<file path="src/rtl/bch_chien_search_if.sv">
// Request/result bundle between the Chien-search stage and its neighbours.
// master drives the request side; slave is the search engine.
interface bch_chien_search_if;
   logic        start;
   logic [1:0]  code;
   logic [2:0]  deg;
   logic [10:0] lambda0;
   logic [10:0] lambda1;
   logic [10:0] lambda2;
   logic [10:0] lambda3;
   logic [10:0] lambda4;
   logic        busy;
   logic        out_valid;
   logic [9:0]  out_pos;
   logic        done;
   logic        fail;
   logic [2:0]  err_cnt;

   modport master (
      output start, code, deg, lambda0, lambda1, lambda2, lambda3, lambda4,
      input  busy, out_valid, out_pos, done, fail, err_cnt
   );

   modport slave (
      input  start, code, deg, lambda0, lambda1, lambda2, lambda3, lambda4,
      output busy, out_valid, out_pos, done, fail, err_cnt
   );
endinterface

</file>
<file path="src/rtl/bch_chien_search.sv">
// BCH Chien search: evaluates Lambda(alpha^-i) for i=0..n-1, one position per cycle,
// streaming roots as error positions and flagging a root-count/degree mismatch.
module bch_chien_search #(
   parameter bit EARLY_STOP = 1'b1
) (
   input logic               clk,
   input logic               rstn,
   bch_chien_search_if.slave bus
);
   typedef enum logic [1:0] {IDLE = 2'd0, EVAL = 2'd1, DONE = 2'd2} state_t;

   function automatic logic [9:0] field_mask(input logic [1:0] c);
      case (c)
         2'd1:    return 10'h03F;
         2'd2:    return 10'h0FF;
         default: return 10'h3FF;
      endcase
   endfunction

   function automatic logic [9:0] last_idx(input logic [1:0] c);
      case (c)
         2'd1:    return 10'd62;
         2'd2:    return 10'd254;
         default: return 10'd1022;
      endcase
   endfunction

   // Divide by alpha: an odd value first absorbs the field polynomial so the shift is exact.
   function automatic logic [9:0] div_alpha(input logic [9:0] x, input logic [1:0] c);
      logic [9:0] r;
      r = {1'b0, x[9:1]};
      if (x[0]) begin
         case (c)
            2'd1:    r = r ^ 10'h021;
            2'd2:    r = r ^ 10'h08E;
            default: r = r ^ 10'h204;
         endcase
      end
      return r;
   endfunction

   function automatic logic [9:0] mul_alpha_inv_pow(input logic [9:0] x, input int unsigned k,
                                                    input logic [1:0] c);
      logic [9:0] r;
      r = x;
      for (int unsigned j = 0; j < k; j++) r = div_alpha(r, c);
      return r;
   endfunction

   state_t          state_q, state_d;
   logic [1:0]      code_q, code_d, code_in;
   logic [2:0]      deg_q, deg_d;
   logic [2:0]      cnt_q, cnt_d, cnt_inc, cnt_new;
   logic [2:0]      err_cnt_q, err_cnt_d;
   logic [4:0][9:0] term_q, term_d, lam_in;
   logic [9:0]      idx_q, idx_d;
   logic [9:0]      out_pos_q, out_pos_d;
   logic [9:0]      sum;
   logic            out_valid_q, out_valid_d;
   logic            fail_q, fail_d;
   logic            root;

   assign code_in = (bus.code == 2'd0) ? 2'd3 : bus.code;

   always_comb begin
      lam_in    = '0;
      lam_in[0] = 10'(bus.lambda0 & 11'(field_mask(code_in)));
      lam_in[1] = 10'(bus.lambda1 & 11'(field_mask(code_in)));
      lam_in[2] = 10'(bus.lambda2 & 11'(field_mask(code_in)));
      lam_in[3] = 10'(bus.lambda3 & 11'(field_mask(code_in)));
      lam_in[4] = 10'(bus.lambda4 & 11'(field_mask(code_in)));
   end

   always_comb begin
      state_d     = state_q;
      code_d      = code_q;
      deg_d       = deg_q;
      cnt_d       = cnt_q;
      err_cnt_d   = err_cnt_q;
      term_d      = term_q;
      idx_d       = idx_q;
      out_pos_d   = out_pos_q;
      out_valid_d = 1'b0;
      fail_d      = fail_q;
      sum         = '0;
      for (int unsigned k = 0; k < 5; k++) sum = sum ^ term_q[k];
      root    = (sum == '0);
      cnt_inc = (cnt_q == 3'd7) ? cnt_q : cnt_q + 3'd1;
      cnt_new = root ? cnt_inc : cnt_q;

      case (state_q)
         IDLE: begin
            if (bus.start) begin
               code_d    = code_in;
               deg_d     = bus.deg;
               fail_d    = 1'b0;
               err_cnt_d = '0;
               term_d    = lam_in;
               idx_d     = '0;
               cnt_d     = '0;
               if (bus.deg == 3'd0) begin
                  state_d = DONE;
               end else if (bus.deg > ((code_in == 2'd3) ? 3'd4 : 3'd2) || lam_in[0] == '0) begin
                  state_d = DONE;
                  fail_d  = 1'b1;
               end else begin
                  state_d = EVAL;
               end
            end
         end
         EVAL: begin
            cnt_d = cnt_new;
            // Roots past the fourth are counted but never streamed.
            if (root && cnt_new <= 3'd4) begin
               out_valid_d = 1'b1;
               out_pos_d   = idx_q;
            end
            for (int unsigned k = 0; k < 5; k++) term_d[k] = mul_alpha_inv_pow(term_q[k], k, code_q);
            idx_d = idx_q + 10'd1;
            if (idx_q == last_idx(code_q) || (EARLY_STOP && root && cnt_new == deg_q)) begin
               state_d   = DONE;
               fail_d    = (cnt_new != deg_q);
               err_cnt_d = cnt_new;
            end
         end
         DONE:    state_d = IDLE;
         default: state_d = IDLE;
      endcase
   end

   always_ff @(posedge clk or negedge rstn) begin
      if (!rstn) begin
         state_q     <= IDLE;
         code_q      <= 2'd3;
         deg_q       <= '0;
         cnt_q       <= '0;
         err_cnt_q   <= '0;
         term_q      <= '0;
         idx_q       <= '0;
         out_pos_q   <= '0;
         out_valid_q <= 1'b0;
         fail_q      <= 1'b0;
      end else begin
         state_q     <= state_d;
         code_q      <= code_d;
         deg_q       <= deg_d;
         cnt_q       <= cnt_d;
         err_cnt_q   <= err_cnt_d;
         term_q      <= term_d;
         idx_q       <= idx_d;
         out_pos_q   <= out_pos_d;
         out_valid_q <= out_valid_d;
         fail_q      <= fail_d;
      end
   end

   assign bus.busy      = (state_q != IDLE);
   assign bus.done      = (state_q == DONE);
   assign bus.out_valid = out_valid_q;
   assign bus.out_pos   = out_pos_q;
   assign bus.fail      = fail_q;
   assign bus.err_cnt   = err_cnt_q;
endmodule

</file>
<file path="src/flat_wrapper.sv">
// flat-port wrapper written by rule: the top's interface ports become plain ports
module bch_chien_search_flat 
#(
   parameter bit EARLY_STOP = 1'b1
)
  (clk, rstn, bus_start, bus_code, bus_deg, bus_lambda0, bus_lambda1, bus_lambda2, bus_lambda3, bus_lambda4, bus_busy, bus_out_valid, bus_out_pos, bus_done, bus_fail, bus_err_cnt);
  bch_chien_search_if bus_i ();
  input logic clk;
  input logic rstn;
  input wire logic [$bits(bus_i.start)-1:0] bus_start;
  input wire logic [$bits(bus_i.code)-1:0] bus_code;
  input wire logic [$bits(bus_i.deg)-1:0] bus_deg;
  input wire logic [$bits(bus_i.lambda0)-1:0] bus_lambda0;
  input wire logic [$bits(bus_i.lambda1)-1:0] bus_lambda1;
  input wire logic [$bits(bus_i.lambda2)-1:0] bus_lambda2;
  input wire logic [$bits(bus_i.lambda3)-1:0] bus_lambda3;
  input wire logic [$bits(bus_i.lambda4)-1:0] bus_lambda4;
  output wire logic [$bits(bus_i.busy)-1:0] bus_busy;
  output wire logic [$bits(bus_i.out_valid)-1:0] bus_out_valid;
  output wire logic [$bits(bus_i.out_pos)-1:0] bus_out_pos;
  output wire logic [$bits(bus_i.done)-1:0] bus_done;
  output wire logic [$bits(bus_i.fail)-1:0] bus_fail;
  output wire logic [$bits(bus_i.err_cnt)-1:0] bus_err_cnt;
  assign bus_i.start = bus_start;
  assign bus_i.code = bus_code;
  assign bus_i.deg = bus_deg;
  assign bus_i.lambda0 = bus_lambda0;
  assign bus_i.lambda1 = bus_lambda1;
  assign bus_i.lambda2 = bus_lambda2;
  assign bus_i.lambda3 = bus_lambda3;
  assign bus_i.lambda4 = bus_lambda4;
  assign bus_busy = bus_i.busy;
  assign bus_out_valid = bus_i.out_valid;
  assign bus_out_pos = bus_i.out_pos;
  assign bus_done = bus_i.done;
  assign bus_fail = bus_i.fail;
  assign bus_err_cnt = bus_i.err_cnt;
  bch_chien_search #(.EARLY_STOP(EARLY_STOP)) u_core (.clk(clk), .rstn(rstn), .bus(bus_i));
endmodule
</file>
<file path="config.mk">
export PLATFORM = sky130hd
export DESIGN_NAME = bch_chien_search_flat
export DESIGN_NICKNAME = d
export VERILOG_FILES = /design/src/rtl/bch_chien_search_if.sv /design/src/rtl/bch_chien_search.sv /design/src/flat_wrapper.sv
export SDC_FILE = /design/constraint.sdc
export NUM_CORES = 1
export LEC_CHECK = 0
export CAP_MARGIN = 20
export CELL_PAD_IN_SITES_DETAIL_PLACEMENT = 1
export CELL_PAD_IN_SITES_GLOBAL_PLACEMENT = 1
export CORE_ASPECT_RATIO = 1.4
export CORE_UTILIZATION = 45
export CTS_BUF_LIST = sky130_fd_sc_hd__clkbuf_8
export DETAILED_ROUTE_END_ITERATION = 10
export HOLD_SLACK_MARGIN = 0.03
export PLACE_DENSITY_LB_ADDON = 0.1
export SETUP_SLACK_MARGIN = 0.15
export SLEW_MARGIN = 0
export SYNTH_ARGS = -nofsm -noshare
export SYNTH_HDL_FRONTEND = slang
export SYNTH_SLANG_ARGS = --single-unit
</file>
<file path="constraint.sdc">
create_clock -name clk -period 5.8 [get_ports clk]
set_input_delay 1.74 -clock clk [delete_from_list [all_inputs] [get_ports clk]]
set_output_delay 1.74 -clock clk [all_outputs]
set_load 0.05 [all_outputs]
</file>
==> impl_metrics.csv <==
group,metric,value,unit
critical_path,cpPeakStageDelay,0.52,ns
clock_network,clk_latency,0.38,ns
global_routing,grt_pass1_wl,32.5,mm
pwr,p_total,4580,uW
logic_synthesis,synthTopCellsByArea,"dfrtp_1 34%, nand2_1 6.7%, o21ai_0 5.1%",
global_routing,grt_max_degree,55,
global_routing,antenna_found_initial,0,
global_routing,grt_pass1_vias,6254,
placed_design,io_buffers,74,
critical_path,crit_buf_inv,3,
finish,nets,843,
logic_synthesis,synth.most_common_cell,"nand2_1",
clock_network,path_clk_slew,0.11,ns
sta,rsz0062_at_grt,"false",
pwr,netSwitchingFraction,52.9,%
clock_network,cts_setup_buffers,0,
route,ant_nets,0,
logic_synthesis,syn_area,0.00609,mm^2
finish,finalInstanceArea,0.00711,mm^2
clock_network,numCtsBuffers,9,
critical_path,slowest_stage,"clkdlybuf4s50_1",
logic_synthesis,synth_edf_count,0,
logic_synthesis,ys_async_sr_fraction,100,%
logic_synthesis,synth_cells,729,
finish,n_fill_cell,1591,
die,start_util,46.9,%
critical_path,cp.required,6.06,ns
sta,hold_viol,0,
die,die_x,100,um
critical_path,end_kind,"flip-flop",
sta,post-route-min-period,4.04,ns
critical_path,critPathKind,"input port to flip-flop",
logic_synthesis,synth.top_cell.area_share,34.1,%
logic_synthesis,synth_warnings,0,
critical_path,worstSetupStartpointType,"input port",
logic_synthesis,syn_area_per_cell,8.36,um^2
route,first_pass_iters,5,
logic_synthesis,syn-num-nets,802,
critical_path,worstPathMaxFanout,8,
global_routing,grt.overflow.total,0,
placed_design,dp.final_hpwl,14.5,mm
pwr,power.density,644,mW/mm^2
clock_network,cts_tree,"built",
clock_network,clock-sinks,85,
clock_network,cts_hold_buf,0,
route,wl_met1,8.01,mm
sta,skew,0.0220,ns
logic_synthesis,ys_seq_area_share,35.0,%
sta,max_freq,247,MHz
placed_design,place.gp.congestion,0.841,
pwr,power.share.sequential,26.3,%
route,drc_errors,0,
pwr,peakVddDrop,0.321,mV
route,routedWlPerCell,21.5,um
sta,fin_tns_setup,0,ns
sta,fin_crit_sh,69.7,%
logic_synthesis,yosys_most_used_dff,"dfrtp_1",
global_routing,track_usage,30.1,%
placed_design,place_ws,1.36,ns
die,ios,80,
sta,layout_setup_ws,1.76,ns
critical_path,cp.arrival,4.31,ns
clock_network,h-tree-depth,3,
die,die_area,0.0140,mm^2
critical_path,cp_top_family,"adder cells",
finish,areaGrowthSynthToFinish,16.7,%
critical_path,crit_chain,"clkdlybuf4s50_1 -> inv_1 -> ha_1 -> inv_1 -> ha_1 -> nor2b_1 -> o21ai_0 -> o41ai_1 -> o31ai_1 -> nand2_1 -> o31a_1 -> mux2_4",
clock_network,cts.repair.resized,0,
route,wirelength,20.4,mm
route,routed-via-count,5868,
sta,worst_pin_slew,0.994,ns
route,viasPerCell,6.16,
run,cap_violations,0,
die,die_y,140,um
route,routed.top_layer,"met4",
placed_design,dpl_cell_area,0.00692,mm^2
logic_synthesis,ys_types,71,
logic_synthesis,yosys.area.top_type,"dfrtp_1",
status,status,"complete, no violations",
route,drtIter0Drc,271,
finish,diodes,0,
sta,drv_slew,0,
pwr,leakagePower,0.00298,uW
die,num_rows,49,
route,met3RoutedLength,937,um
pwr,p_comb_share,64.2,%
worst_hold_path,hold_path.class,"flip-flop to flip-flop",
sta,maxSlewHeadroom,33.8,%
logic_synthesis,ys_seq_elements,85,
clock_network,clock_path_buffers,2,
finish,drive_gt1_share,8.52,%
sta,setup_viol,0,
pwr,intPower,2160,uW
clock_network,root_buffer,"clkbuf_8",
logic_synthesis,netlist_top_cells_count,"109 x nand2_1, 83 x dfrtp_1, 72 x nor2_1",
pwr,clockPowerShare,9.5,%
pwr,p_switching,2420,uW
route,routed-wl-met2,10.5,mm
die,coreArea,0.0130,mm^2
## area by class of cell
cell class,instances,area [um^2],area share [%]
clock inverter,7,62.6,0.880
tap,178,223,3.13
sequential,85,2130,30.0
inverter,20,75.1,1.06
multi-input combinational,568,3670,51.6
timing repair buffer,86,828,11.7
clock buffer,9,124,1.74
## power groups by stage
stage	logic [uW]	registers, uW	clock network [uW]
after CTS	2910	1200	440
after floorplan	2270	1010	0
final	2940	1210	435
after global placement	2780	1190	0
after detailed placement	2900	1210	0
after global routing	3200	1240	456
## cell usage in the layout, fill, tap and decap left out, drive strengths merged, types with 9 or more instances in the layout
cell           count
a21oi             43
a22oi              9
a31oi             26
buf               13
clkbuf             9
clkdlybuf4s50     73
dfrtp             83
ha                10
inv               26
mux2              17
nand2            109
nand3             17
nor2              72
nor2b             10
nor3              10
o211ai            11
o21ai             69
o22ai             10
xnor2             29
xnor3             10
## flip-flops by register name, indices dropped and copies added, names as in the netlist
name and cells:
u_core.bus.err_cnt 3, u_core.cnt_q 3, u_core.code_q 2, u_core.bus.out_valid 1, u_core.deg_q 3, u_core.bus.fail 1, u_core.bus.out_pos 10, u_core.state_q 2
u_core.term_q 50, u_core.idx_q 10
## kinds of logic after synthesis
family                   after synthesis  synth area share [%]
AO/OA/AOI/OAI                        226                  23.8
XOR/XNOR                              45                  8.98
adder cells (fa/ha/maj)               10                  2.05
buffers and inverters                 76                  4.97
flip-flops                            85                  35.0
multiplexers                          25                  5.26
AND/OR/NAND/NOR                      262                  20.0
## layer usage
| layer | track usage (%) | vias to the layer above |
|---|---|---|
| li1 | - | 2686 |
| met1 | 34.2 | 2931 |
| met2 | 53.6 | 188 |
| met3 | 4.42 | 63 |
| met4 | 16.0 | 0 |
| met5 | 0 | - |
## worst paths after layout
path | start | endpoint | slack (ns) | cells past startpoint
setup / recovery | bus_code[0] | u_core.bus.fail$_DFFE_PN0P_ | 1.76 | 12
hold / removal | u_core.bus.out_pos[0]$_DFFE_PN0P_ | u_core.bus.out_pos[0]$_DFFE_PN0P_ | 0.50 | 1
setup reg to reg | u_core.code_q[0]$_DFFE_PN1P_ | u_core.term_q[41]$_DFFE_PN0P_ | 2.16 | 11
hold reg to reg | u_core.bus.out_pos[0]$_DFFE_PN0P_ | u_core.bus.out_pos[0]$_DFFE_PN0P_ | 0.50 | 1
max in group asynchronous | rstn | u_core.term_q[18]$_DFFE_PN0P_ | 3.43 | 2
min in group asynchronous | rstn | u_core.term_q[40]$_DFFE_PN0P_ | 1.41 | 1
## stage by stage
stage	std cells	hold WS (ns)	utilization, %
after global routing	953	0.520	54.7
after CTS	952	0.504	54.6
after floorplan	729	0.467	-
final	953	0.499	54.7
after global placement	936	0.472	53.2
after detailed placement	936	0.477	53.2
Note: power is estimated with default switching activity, not from simulation.
